$ cat config.mk
export PLATFORM = sky130hd
export DESIGN_NAME = divider
export DESIGN_NICKNAME = d
export VERILOG_FILES = /design/src/rtl/divider_pkg.sv /design/src/rtl/divider_step.sv /design/src/rtl/divider.sv
export SDC_FILE = /design/constraint.sdc
export NUM_CORES = 1
export LEC_CHECK = 0
export CAP_MARGIN = 10
export CORE_ASPECT_RATIO = 1.75
export CORE_UTILIZATION = 35
export DETAILED_ROUTE_END_ITERATION = 16
export PLACE_DENSITY = 0.58
export SYNTH_ARGS = -nofsm -noshare
export SYNTH_HDL_FRONTEND = slang
export SYNTH_SLANG_ARGS = --single-unit
$ cat constraint.sdc
create_clock -name i_clock -period 2.8 [get_ports i_clock]
set_input_delay 0.84 -clock i_clock [delete_from_list [all_inputs] [get_ports i_clock]]
set_output_delay 0.84 -clock i_clock [all_outputs]
set_load 0.01 [all_outputs]
$ cat src/rtl/divider_pkg.sv
// Shared types and constants for the restoring divider.
package divider_pkg;

   localparam int DIVIDER_BITS = 8;

   typedef enum logic [1:0] {
      IDLE = 2'd0,
      RUN  = 2'd1,
      DONE = 2'd2
   } state_t;

   // Step counter width; BITS=2 still needs one bit to count 1 down to 0.
   function automatic int step_width(input int bits);
      return (bits > 2) ? $clog2(bits) : 1;
   endfunction

endpackage

$ cat src/rtl/divider_step.sv
// One restoring-division iteration: shift in the next dividend bit, compare, conditionally subtract.
module divider_step
   import divider_pkg::*;
#(
   parameter int BITS = DIVIDER_BITS
) (
   input  logic [BITS:0]   rem_in,
   input  logic            dividend_bit,
   input  logic [BITS-1:0] divisor,
   output logic [BITS:0]   rem_out,
   output logic            quotient_bit
);

   logic [BITS:0] shifted_s;
   logic [BITS:0] divisor_ext_s;
   logic          take_s;

   // A set top bit means the shifted value would exceed any divisor, so it forces a subtract.
   always_comb begin
      shifted_s     = {rem_in[BITS-1:0], dividend_bit};
      divisor_ext_s = {1'b0, divisor};
      take_s        = rem_in[BITS] | (shifted_s >= divisor_ext_s);
      if (take_s) begin
         rem_out      = shifted_s - divisor_ext_s;
         quotient_bit = 1'b1;
      end else begin
         rem_out      = shifted_s;
         quotient_bit = 1'b0;
      end
   end

endmodule

$ cat src/rtl/divider.sv
// Unsigned restoring divider, one quotient bit per cycle, MSB first.
// Optional o_div_by_zero output is built when DIVIDER_ZERO_FLAG_EN is defined.
module divider
   import divider_pkg::*;
#(
   parameter int BITS = DIVIDER_BITS
) (
   input  logic            i_clock,
   input  logic            i_reset,
   input  logic            i_start,
   input  logic [BITS-1:0] i_dividend,
   input  logic [BITS-1:0] i_divisor,
   output logic [BITS-1:0] o_quotient,
   output logic [BITS-1:0] o_remainder,
   output logic            o_busy,
   output logic            o_finished
`ifdef DIVIDER_ZERO_FLAG_EN
   ,
   output logic            o_div_by_zero
`endif
);

   localparam int              CW        = step_width(BITS);
   localparam logic [CW-1:0]   LAST_STEP = CW'(BITS - 1);
   localparam logic [CW-1:0]   ZERO_STEP = CW'(0);
   localparam logic [CW-1:0]   ONE_STEP  = CW'(1);

   state_t            state_r;
   state_t            state_s;
   logic [CW-1:0]     step_r;
   logic [BITS:0]     rem_r;
   logic [BITS-1:0]   work_r;
   logic [BITS-1:0]   divisor_r;
   logic [BITS:0]     step_rem_s;
   logic              step_q_s;
   logic              accept_s;
   logic              last_s;

   // work_r starts as the dividend and shifts left; quotient bits fill in from the LSB.
   divider_step #(
      .BITS (BITS)
   ) u_step (
      .rem_in       (rem_r),
      .dividend_bit (work_r[BITS-1]),
      .divisor      (divisor_r),
      .rem_out      (step_rem_s),
      .quotient_bit (step_q_s)
   );

   // Next-state decode.
   always_comb begin
      state_s  = state_r;
      accept_s = 1'b0;
      last_s   = 1'b0;
      case (state_r)
         IDLE: begin
            if (i_start) begin
               state_s  = RUN;
               accept_s = 1'b1;
            end else begin
               state_s  = IDLE;
            end
         end
         RUN: begin
            if (step_r == ZERO_STEP) begin
               state_s = DONE;
               last_s  = 1'b1;
            end else begin
               state_s = RUN;
            end
         end
         DONE: begin
            state_s = IDLE;
         end
         default: begin
            state_s = IDLE;
         end
      endcase
   end

   // State, status flags and datapath registers.
   always_ff @(posedge i_clock) begin
      if (i_reset) begin
         state_r     <= IDLE;
         step_r      <= ZERO_STEP;
         rem_r       <= {(BITS + 1){1'b0}};
         work_r      <= {BITS{1'b0}};
         divisor_r   <= {BITS{1'b0}};
         o_quotient  <= {BITS{1'b0}};
         o_remainder <= {BITS{1'b0}};
         o_busy      <= 1'b0;
         o_finished  <= 1'b0;
      end else begin
         state_r    <= state_s;
         o_busy     <= (state_s != IDLE);
         o_finished <= (state_s == DONE);
         if (accept_s) begin
            step_r    <= LAST_STEP;
            rem_r     <= {(BITS + 1){1'b0}};
            work_r    <= i_dividend;
            divisor_r <= i_divisor;
         end else if (state_r == RUN) begin
            rem_r  <= step_rem_s;
            work_r <= {work_r[BITS-2:0], step_q_s};
            if (last_s) begin
               step_r      <= ZERO_STEP;
               o_quotient  <= {work_r[BITS-2:0], step_q_s};
               o_remainder <= step_rem_s[BITS-1:0];
            end else begin
               step_r      <= step_r - ONE_STEP;
            end
         end else begin
            step_r <= step_r;
         end
      end
   end

`ifdef DIVIDER_ZERO_FLAG_EN
   // Zero-divisor flag captured with the operands and held alongside the results.
   always_ff @(posedge i_clock) begin
      if (i_reset) begin
         o_div_by_zero <= 1'b0;
      end else if (accept_s) begin
         o_div_by_zero <= (i_divisor == {BITS{1'b0}});
      end else begin
         o_div_by_zero <= o_div_by_zero;
      end
   end
`endif

endmodule
* After elaboration in Yosys (flattened, before gate mapping)
Index checks and enable logic that the tools add are counted.
** Storage, ports and cells
- Flip-flop bits (word level) :: 48
** Operators by class
- Add/subtract/negate cells :: 2
- Order comparisons :: 1
- Equal/unequal tests :: 2
- Multiplexer cells :: 14
- Bitwise gates (word level) :: 2
- Reduce and logical (&&, ||, !) cells :: 6
** Operators with widths (count)
- two-way mux 8 bit :: 2
- >= comparator 9 x 8 -> 1 bit :: 1
- two-way mux 3 bit :: 3
- two-way mux 9 bit :: 1
- subtractor 9 x 8 -> 9 bit :: 1
- two-way mux 1 bit :: 6
- case mux 2 bit (2 select lines) :: 1
- nonzero test 2 bit :: 2
- logical NOT 3 bit :: 1
- AND reduction 3 bit :: 1
- subtractor 3 x 1 -> 3 bit, second input constant :: 1
- equality test 2 x 1 -> 1 bit, second input constant :: 1
- equality test 2 bit, second input constant :: 1
- logical NOT 2 bit :: 1
- two-way mux 2 bit :: 1
- OR reduction 2 bit :: 1
- inverter 1 bit :: 1
- OR 1 bit :: 1

* Logic depth before layout (Yosys ltp)
Gate-level depths: netlist (run 1).
- Depth in word-level cells :: 6
- Depth in mapped cells :: 9

* By module
From an unflattened synthesis (run 1), not the netlist that was laid out.
** Second synthesis, totals
- Cells, all modules :: 277
- Area total of the unflattened synthesis :: 2338.5 µm²
** By module, submodules not included
- divider :: instances 1, cells each 202, area each 1810.5 µm², seq. area each 960.9 µm²
- divider_step :: instances 1, cells each 75, area each 528.0 µm², seq. area each 0.0 µm²

* Worst setup path after synthesis (run 1)
No wires, ideal clock.
- Path type :: register to register
- Start :: register work_r[7]
- End :: register o_remainder[6]
- Library setup time :: 91 ps
- Data arrival time :: 1847 ps
- Required time :: 2709 ps
- Path slack :: 862 ps
- Stages on the path, launching flop included :: 9
- Path buffers :: 0
- Path through :: dfxtp_1 inv_1 ha_1 fa_1 nand2b_1 a21oi_1 o32a_1 o221ai_1 a311oi_1
** Between the ends
- Cells in the longest elaborated chain, start to end :: 3
** RTL lines
- start, declared :: RTL line divider.sv:32 : logic [BITS-1:0] work_r;
- start signal, assigned :: RTL line divider.sv:87 : work_r <= {BITS{1'b0}};
- start signal, assigned :: RTL line divider.sv:100 : work_r <= i_dividend;
- start signal, assigned :: RTL line divider.sv:104 : work_r <= {work_r[BITS-2:0], step_q_s};
- >= comparator 9 x 8 -> 1 bit :: RTL line divider_step.sv:22 : take_s = rem_in[BITS] | (shifted_s >= divisor_ext_s);
- OR 1 bit :: RTL line divider_step.sv:22
- two-way mux 9 bit * :: RTL line divider_step.sv:23 : if (take_s) begin
- end signal, assigned :: RTL line divider.sv:90 : o_remainder <= {BITS{1'b0}};
- end signal, assigned :: RTL line divider.sv:108 : o_remainder <= step_rem_s[BITS-1:0];
- end, declared :: RTL line divider.sv:14 : output logic [BITS-1:0] o_remainder,
Every way passes the cells marked *; elsewhere a longest branch is shown, timed or not.
A chain may end at the register's enable or synchronous reset.

* Final worst setup path (run 1)
Ends and elaborated chain as after synthesis.

==> flow_summary.yaml, run 1 <==
worst_hold_path:
  worstHoldStart: "o_quotient[5]$_SDFFE_PP0P_"
  min_path_type: "flop to flop"
placed_design:
  place_ws_ns: 0.473
  port_buffers: 36
  dp_hpwl_mm: 4.66
  place_congestion: 0.903
clock_tree:
  cts_sinks: 48
  cts_tree: "yes"
  cts_resized: 0
  h-tree-depth: 2
  insertion_delay_ns: 0.29
  cts_buffers: 5
  cts_hold_buf: 0
  cts_setup_buffers: 0
  cts.path.max_buffers: 2
  cts.clk_slew.worst_paths_ns: 0.07
  clock-root-buffer: "clkbuf_16"
synthesis:
  synth_top_family_by_area: "compound AO/OA/AOI/OAI gates"
  synth_fa_ha_area_frac: 0.0618
  netlist_area_um2: 2350
  synthesis.nets: 321
  yosys_register_bits: 48
  synthXorXnorAreaFrac: 0.0149
  yosys_warnings: 0
  synth.distinct_cells: 45
  synth-compound-area-share: 0.240
  synthFlopType: "dfxtp_1"
  synth_simple_gate_area_frac: 0.220
  synth.avg_cell_area_um2: 8.07
  synth_mux_area_frac: 0
  synth_enable_flop_cells: 0
  synth_cells: 291
  async_reset_ff_frac: 0
  yosysSeqAreaShare: 0.409
timing:
  worst_pin_slew_ns: 0.637
  fmax_ghz: 0.432
  skew_ns: 0.00849
  rsz0062_at_grt: "no"
  final-setup-viol-count: 0
  slew_headroom: 0.575
  period_needed_ns: 2.31
  setup_slack_ns: 0.487
  fin_crit_sh: 0.826
  whs_ns: 0.455
  tns_ns: 0
  hold_violations: 0
  slew_viol_final: 0
global_routing:
  gr-usage-all-layers: 0.190
  overflow: 0
  grt_pass1_wl_mm: 10.1
  grt_max_degree: 26
  antenna_found_initial: 0
  grt_pass1_vias: 2100
die:
  die_w_um: 63.9
  rows: 39
  die_area_um2: 7060
  die_h_um: 110
  start_util: 0.362
  fp.coreArea_um2: 6490
  io_pins: 37
detailed_routing:
  first_pass_iters: 4
  drt_iter0_drc: 96
  viasPerCell: 5.35
  wire_per_inst_um: 15.4
  ant_nets: 0
  vias: 2176
  wl_mm: 6.25
  drc: 0
finish:
  final_cell_mix: "dfxtp_1, nand2_1, nor2_1, clkdlybuf4s50_1, a21oi_1"
  drive_gt1_frac: 0.0646
  syn_to_final_growth_pct: 24.9
  final_nets: 354
  fillers: 663
  layout_commonest_cell: "dfxtp_1"
  antenna_cells: 0
pwr:
  ir_worst_vdd_mv: 0.412
  leakage_uw: 0.00108
  p_per_area_nw_per_um2: 687
worst_setup_path:
  r2r_start: "work_r[7]$_SDFFE_PP0P_"
  setup.worst_path.end_class: "flop"
  arrival_ns: 2.50
  startpoint: "work_r[7]$_SDFFE_PP0P_"
  worstPathRequired_ns: 2.99
  crit_path_max_fanout: 4
  critical_path_class: "flop to flop"
  cp-start-kind: "flop"
job:
  drv_cap: 0
status:
  status: "completed"
## where the power goes
part | switching [µW] | internal (µW) | leakage [µW]
clock | 253 | 334 | 0.0000681
combinational | 392 | 252 | 0.000621
sequential | 44.2 | 741 | 0.000393
total | 688 | 1330 | 0.00108
## stage by stage
stage | power (µW) | utilization | instance area, µm² | instances
finish | 2020 | 0.452 | 2940 | 407
global route | 2120 | 0.452 | 2940 | 407
CTS | 2030 | 0.452 | 2940 | 407
detailed placement | 1440 | 0.430 | 2790 | 399
global placement | 1440 | 0.430 | 2790 | 399
floorplan | 1250 | - | 2350 | 291
## cells by family after synthesis
| group | Yosys count |
|---|---|
| AOI/OAI and AO/OA | 77 |
| xor gates and xnor gates | 4 |
| adders and majority gates | 11 |
| buffers and inverters | 31 |
| DFF | 48 |
| and+or+nand+nor | 120 |
## metal layers
| metal | share of wire | vias up | track usage |
|---|---|---|---|
| met5 | 0 | - | 0 |
| met1 | 0.39 | 1019 | 0.190 |
| met4 | 0.056 | 0 | 0.135 |
| met3 | 0.020 | 19 | 0.0237 |
| met2 | 0.54 | 45 | 0.356 |
| li1 | - | 1093 | - |
## final cells by class
| type | instances | area [µm²] | share of cell area |
|---|---|---|---|
| Multi-Input combinational cell | 212 | 1260 | 0.430 |
| Sequential cell | 48 | 961 | 0.327 |
| Timing Repair Buffer | 44 | 420 | 0.143 |
| Clock buffer | 7 | 133 | 0.0452 |
| Tap cell | 82 | 103 | 0.0350 |
| Inverter | 13 | 48.8 | 0.0166 |
| Clock inverter | 1 | 8.76 | 0.00298 |
## worst max-delay path, cell delays in order (launching register included)
cell,delay [ns]
dfxtp_1,0.39
inv_1,0.06
ha_1,0.20
fa_1,0.42
nand2b_1,0.20
a21oi_1,0.28
o32a_1,0.22
o221ai_1,0.14
a311oi_1,0.30
## state kept, by name, indices dropped and copies added, names as in the netlist
signal,cells
divisor_r,8
o_quotient,8
state_r,2
work_r,8
rem_r,9
step_r,3
o_finished,1
o_busy,1
o_remainder,8
## cell usage after synthesis (all sizes together), types with 2 or more instances
library cell / n / share of area
nand2b: 4 / 0.011
a211o: 2 / 0.0075
xor2: 2 / 0.0075
o41ai: 2 / 0.0075
nand3: 6 / 0.013
a311oi: 12 / 0.047
o311a: 2 / 0.0085
a21oi: 19 / 0.040
nand4: 2 / 0.0053
o31ai: 3 / 0.012
nand2: 47 / 0.075
and2: 2 / 0.0053
buf: 4 / 0.011
dfxtp: 48 / 0.41
a21o: 3 / 0.010
clkbuf: 14 / 0.022
a31oi: 6 / 0.016
o21bai: 2 / 0.0064
o21ai: 13 / 0.028
nor4: 3 / 0.0080
a211oi: 6 / 0.024
nor2: 42 / 0.069
ha: 10 / 0.053
xnor2: 2 / 0.0075
inv: 13 / 0.021
nor3: 10 / 0.021
## final timing paths
path                                 end  slack (ns)  depth (start not counted)
max          o_remainder[6]$_SDFFE_PP0P_        0.49                          8
min           o_quotient[5]$_SDFFE_PP0P_        0.46                          2
max reg2reg  o_remainder[6]$_SDFFE_PP0P_        0.49                          8
min reg2reg   o_quotient[5]$_SDFFE_PP0P_        0.46                          2
Note: power is estimated with default switching activity, not from simulation.
==> run 2: changes to the inputs <==
--- a/config.mk
+++ b/config.mk
@@ -9,7 +9,7 @@
 export CORE_ASPECT_RATIO = 1.75
 export CORE_UTILIZATION = 35
 export DETAILED_ROUTE_END_ITERATION = 16
-export PLACE_DENSITY = 0.58
+export PLACE_DENSITY = 0.6
 export SYNTH_ARGS = -nofsm -noshare
 export SYNTH_HDL_FRONTEND = slang
 export SYNTH_SLANG_ARGS = --single-unit
==> constraint.sdc (replaced) <==
create_clock -name i_clock -period 1.9 [get_ports i_clock]
set_input_delay 0.57 -clock i_clock [delete_from_list [all_inputs] [get_ports i_clock]]
set_output_delay 0.57 -clock i_clock [all_outputs]
set_load 0.01 [all_outputs]
==> run 2 against run 1 <==
  * The run now ends with negative setup slack left
  * Sequential share of layout area decreased by 6.4 points
  * Cell area increased by 26%
  * Final cell count increased by 12%
  * Utilization increased by 12 points
  * Worst hold slack got worse by 0.0013 ns
  * Maximum frequency increased by 20%
  * Via count increased by 13%
  * Global-route usage increased by 1.9 points
  * Die area unchanged
  * Wire length increased by 14%
  * Largest power group is now combinational cells
  * Highest routed layer unchanged
==> flow_summary.yaml, run 2 (synthesized netlist as in run 1, its figures left out) <==
status:
  status: "finished with violations"
  violations: "negative setup slack"
worst_hold_path:
  min_path_type: "flop to flop"
  hold_depth: 2
  worstHoldStart: "divisor_r[2]$_SDFFE_PP0P_"
detailed_routing:
  ant_nets: 0
  first_pass_iters: 4
  vias: 2465
  wire_per_inst_um: 15.6
  drc: 0
  drt_iter0_drc: 85
  wl_mm: 7.11
  viasPerCell: 5.41
die:
  die_w_um: 63.9
  rows: 39
  start_util: 0.362
  die_area_um2: 7060
  die_h_um: 110
  fp.coreArea_um2: 6490
  io_pins: 37
worst_setup_path:
  worstPathRequired_ns: 2.12
  crit_end: "o_remainder[7]$_SDFFE_PP0P_"
  ff2ff_setup_slack_ns: -0.03
  r2r_end: "o_remainder[7]$_SDFFE_PP0P_"
  r2r_start: "rem_r[0]$_SDFFE_PP0P_"
  arrival_ns: 2.15
  r2r_cells: 8
  setup.worst_path.end_class: "flop"
  cp-start-kind: "flop"
  crit_path_max_fanout: 3
  critical_path_class: "flop to flop"
  startpoint: "rem_r[0]$_SDFFE_PP0P_"
global_routing:
  gr-usage-all-layers: 0.209
  grt_max_degree: 19
  overflow: 0
  grt_pass1_wl_mm: 11.1
  antenna_found_initial: 0
  grt_pass1_vias: 2473
clock_tree:
  cts.clk_slew.worst_paths_ns: 0.06
  cts_sinks: 48
  cts_buffers: 5
  cts_tree: "yes"
  insertion_delay_ns: 0.30
  cts.path.max_buffers: 2
  h-tree-depth: 2
  cts_hold_buf: 0
  clock-root-buffer: "clkbuf_16"
timing:
  hold_violations: 0
  setup_slack_ns: -0.0341
  fin_crit_sh: 1.02
  fmax_ghz: 0.517
  worst_pin_slew_ns: 0.484
  whs_ns: 0.454
  slew_headroom: 0.676
  slew_viol_final: 0
  final-setup-viol-count: 2
  skew_ns: 0.00337
  rsz0062_at_grt: "yes"
  period_needed_ns: 1.93
finish:
  layout_commonest_cell: "buf_4"
  top_register: "rem_r"
  fillers: 579
  largest_reg_flops: 9
  final_nets: 403
  syn_to_final_growth_pct: 57.1
  antenna_cells: 0
  instances_no_fill: 456
  final_cell_mix: "buf_4, nand2_1, nor2_1, dfxtp_1, clkdlybuf4s50_1"
  drive_gt1_frac: 0.321
job:
  drv_cap: 0
pwr:
  finalPower_uw: 3620
  ir_worst_vdd_mv: 0.546
  leakage_uw: 0.00140
  p_per_area_nw_per_um2: 981
placed_design:
  place_ws_ns: -0.231
  dp_hpwl_mm: 5.03
  port_buffers: 36
  place_congestion: 0.866
  dp.cells: 439
run 2: worst min path at each step:
stage	to	slack, ns
final	divisor_r[2]$_SDFFE_PP0P_	0.45
after global routing	divisor_r[4]$_SDFFE_PP0P_	0.47
after CTS	divisor_r[7]$_SDFFE_PP0P_	0.46
after detailed placement	divisor_r[7]$_SDFFE_PP0P_	0.45
after global placement	divisor_r[7]$_SDFFE_PP0P_	0.44
after floorplan	o_quotient[1]$_SDFFE_PP0P_	0.43
run 2: layout make-up:
type,instances,area (µm²),area share
clock buffers,6,139,0.0376
well taps,82,103,0.0278
multi-input cells,212,1560,0.423
flip-flops and latches,48,973,0.264
repair buffers,93,857,0.232
clock inverters,2,10.0,0.00271
inverters,13,48.8,0.0132
run 2: worst max-delay path: stages, from the launching register on:
cell	delay [ns]
dfxtp_2	0.36
ha_4	0.28
nand2b_4	0.06
a211oi_4	0.28
buf_6	0.15
buf_4	0.10
o31ai_1	0.07
a211o_1	0.31
o31ai_2	0.24
run 2: repair_timing:
action                                  4_1_cts  5_1_grt
endpoints found under the setup margin       16       19
setup buffers                                 2        7
gates resized for setup                      23       40
pin swaps                                     8       21
run 2: metrics by stage:
stage | area [µm²] | util | TNS [ns]
2_1_floorplan | 2350 | - | 0
3_3_place_gp | 3150 | 0.485 | -1.09
3_5_place_dp | 3150 | 0.485 | -1.63
4_1_cts | 3440 | 0.530 | -0.0746
5_1_grt | 3690 | 0.569 | -0.673
6_report | 3690 | 0.569 | -0.0474
run 2: power by group:
group / switching (µW) / total (µW) / internal, µW
combinational: 809 / 1550 / 740
sequential: 66.3 / 1160 / 1100
clock: 392 / 912 / 519
run 2: layer usage:
layer  vias up  GRT usage  wire, µm
li1       1187          -         -
met1      1188      0.194      2500
met2        62      0.396      4040
met3        28     0.0381       185
met4         0      0.164       386
met5         -          0         0
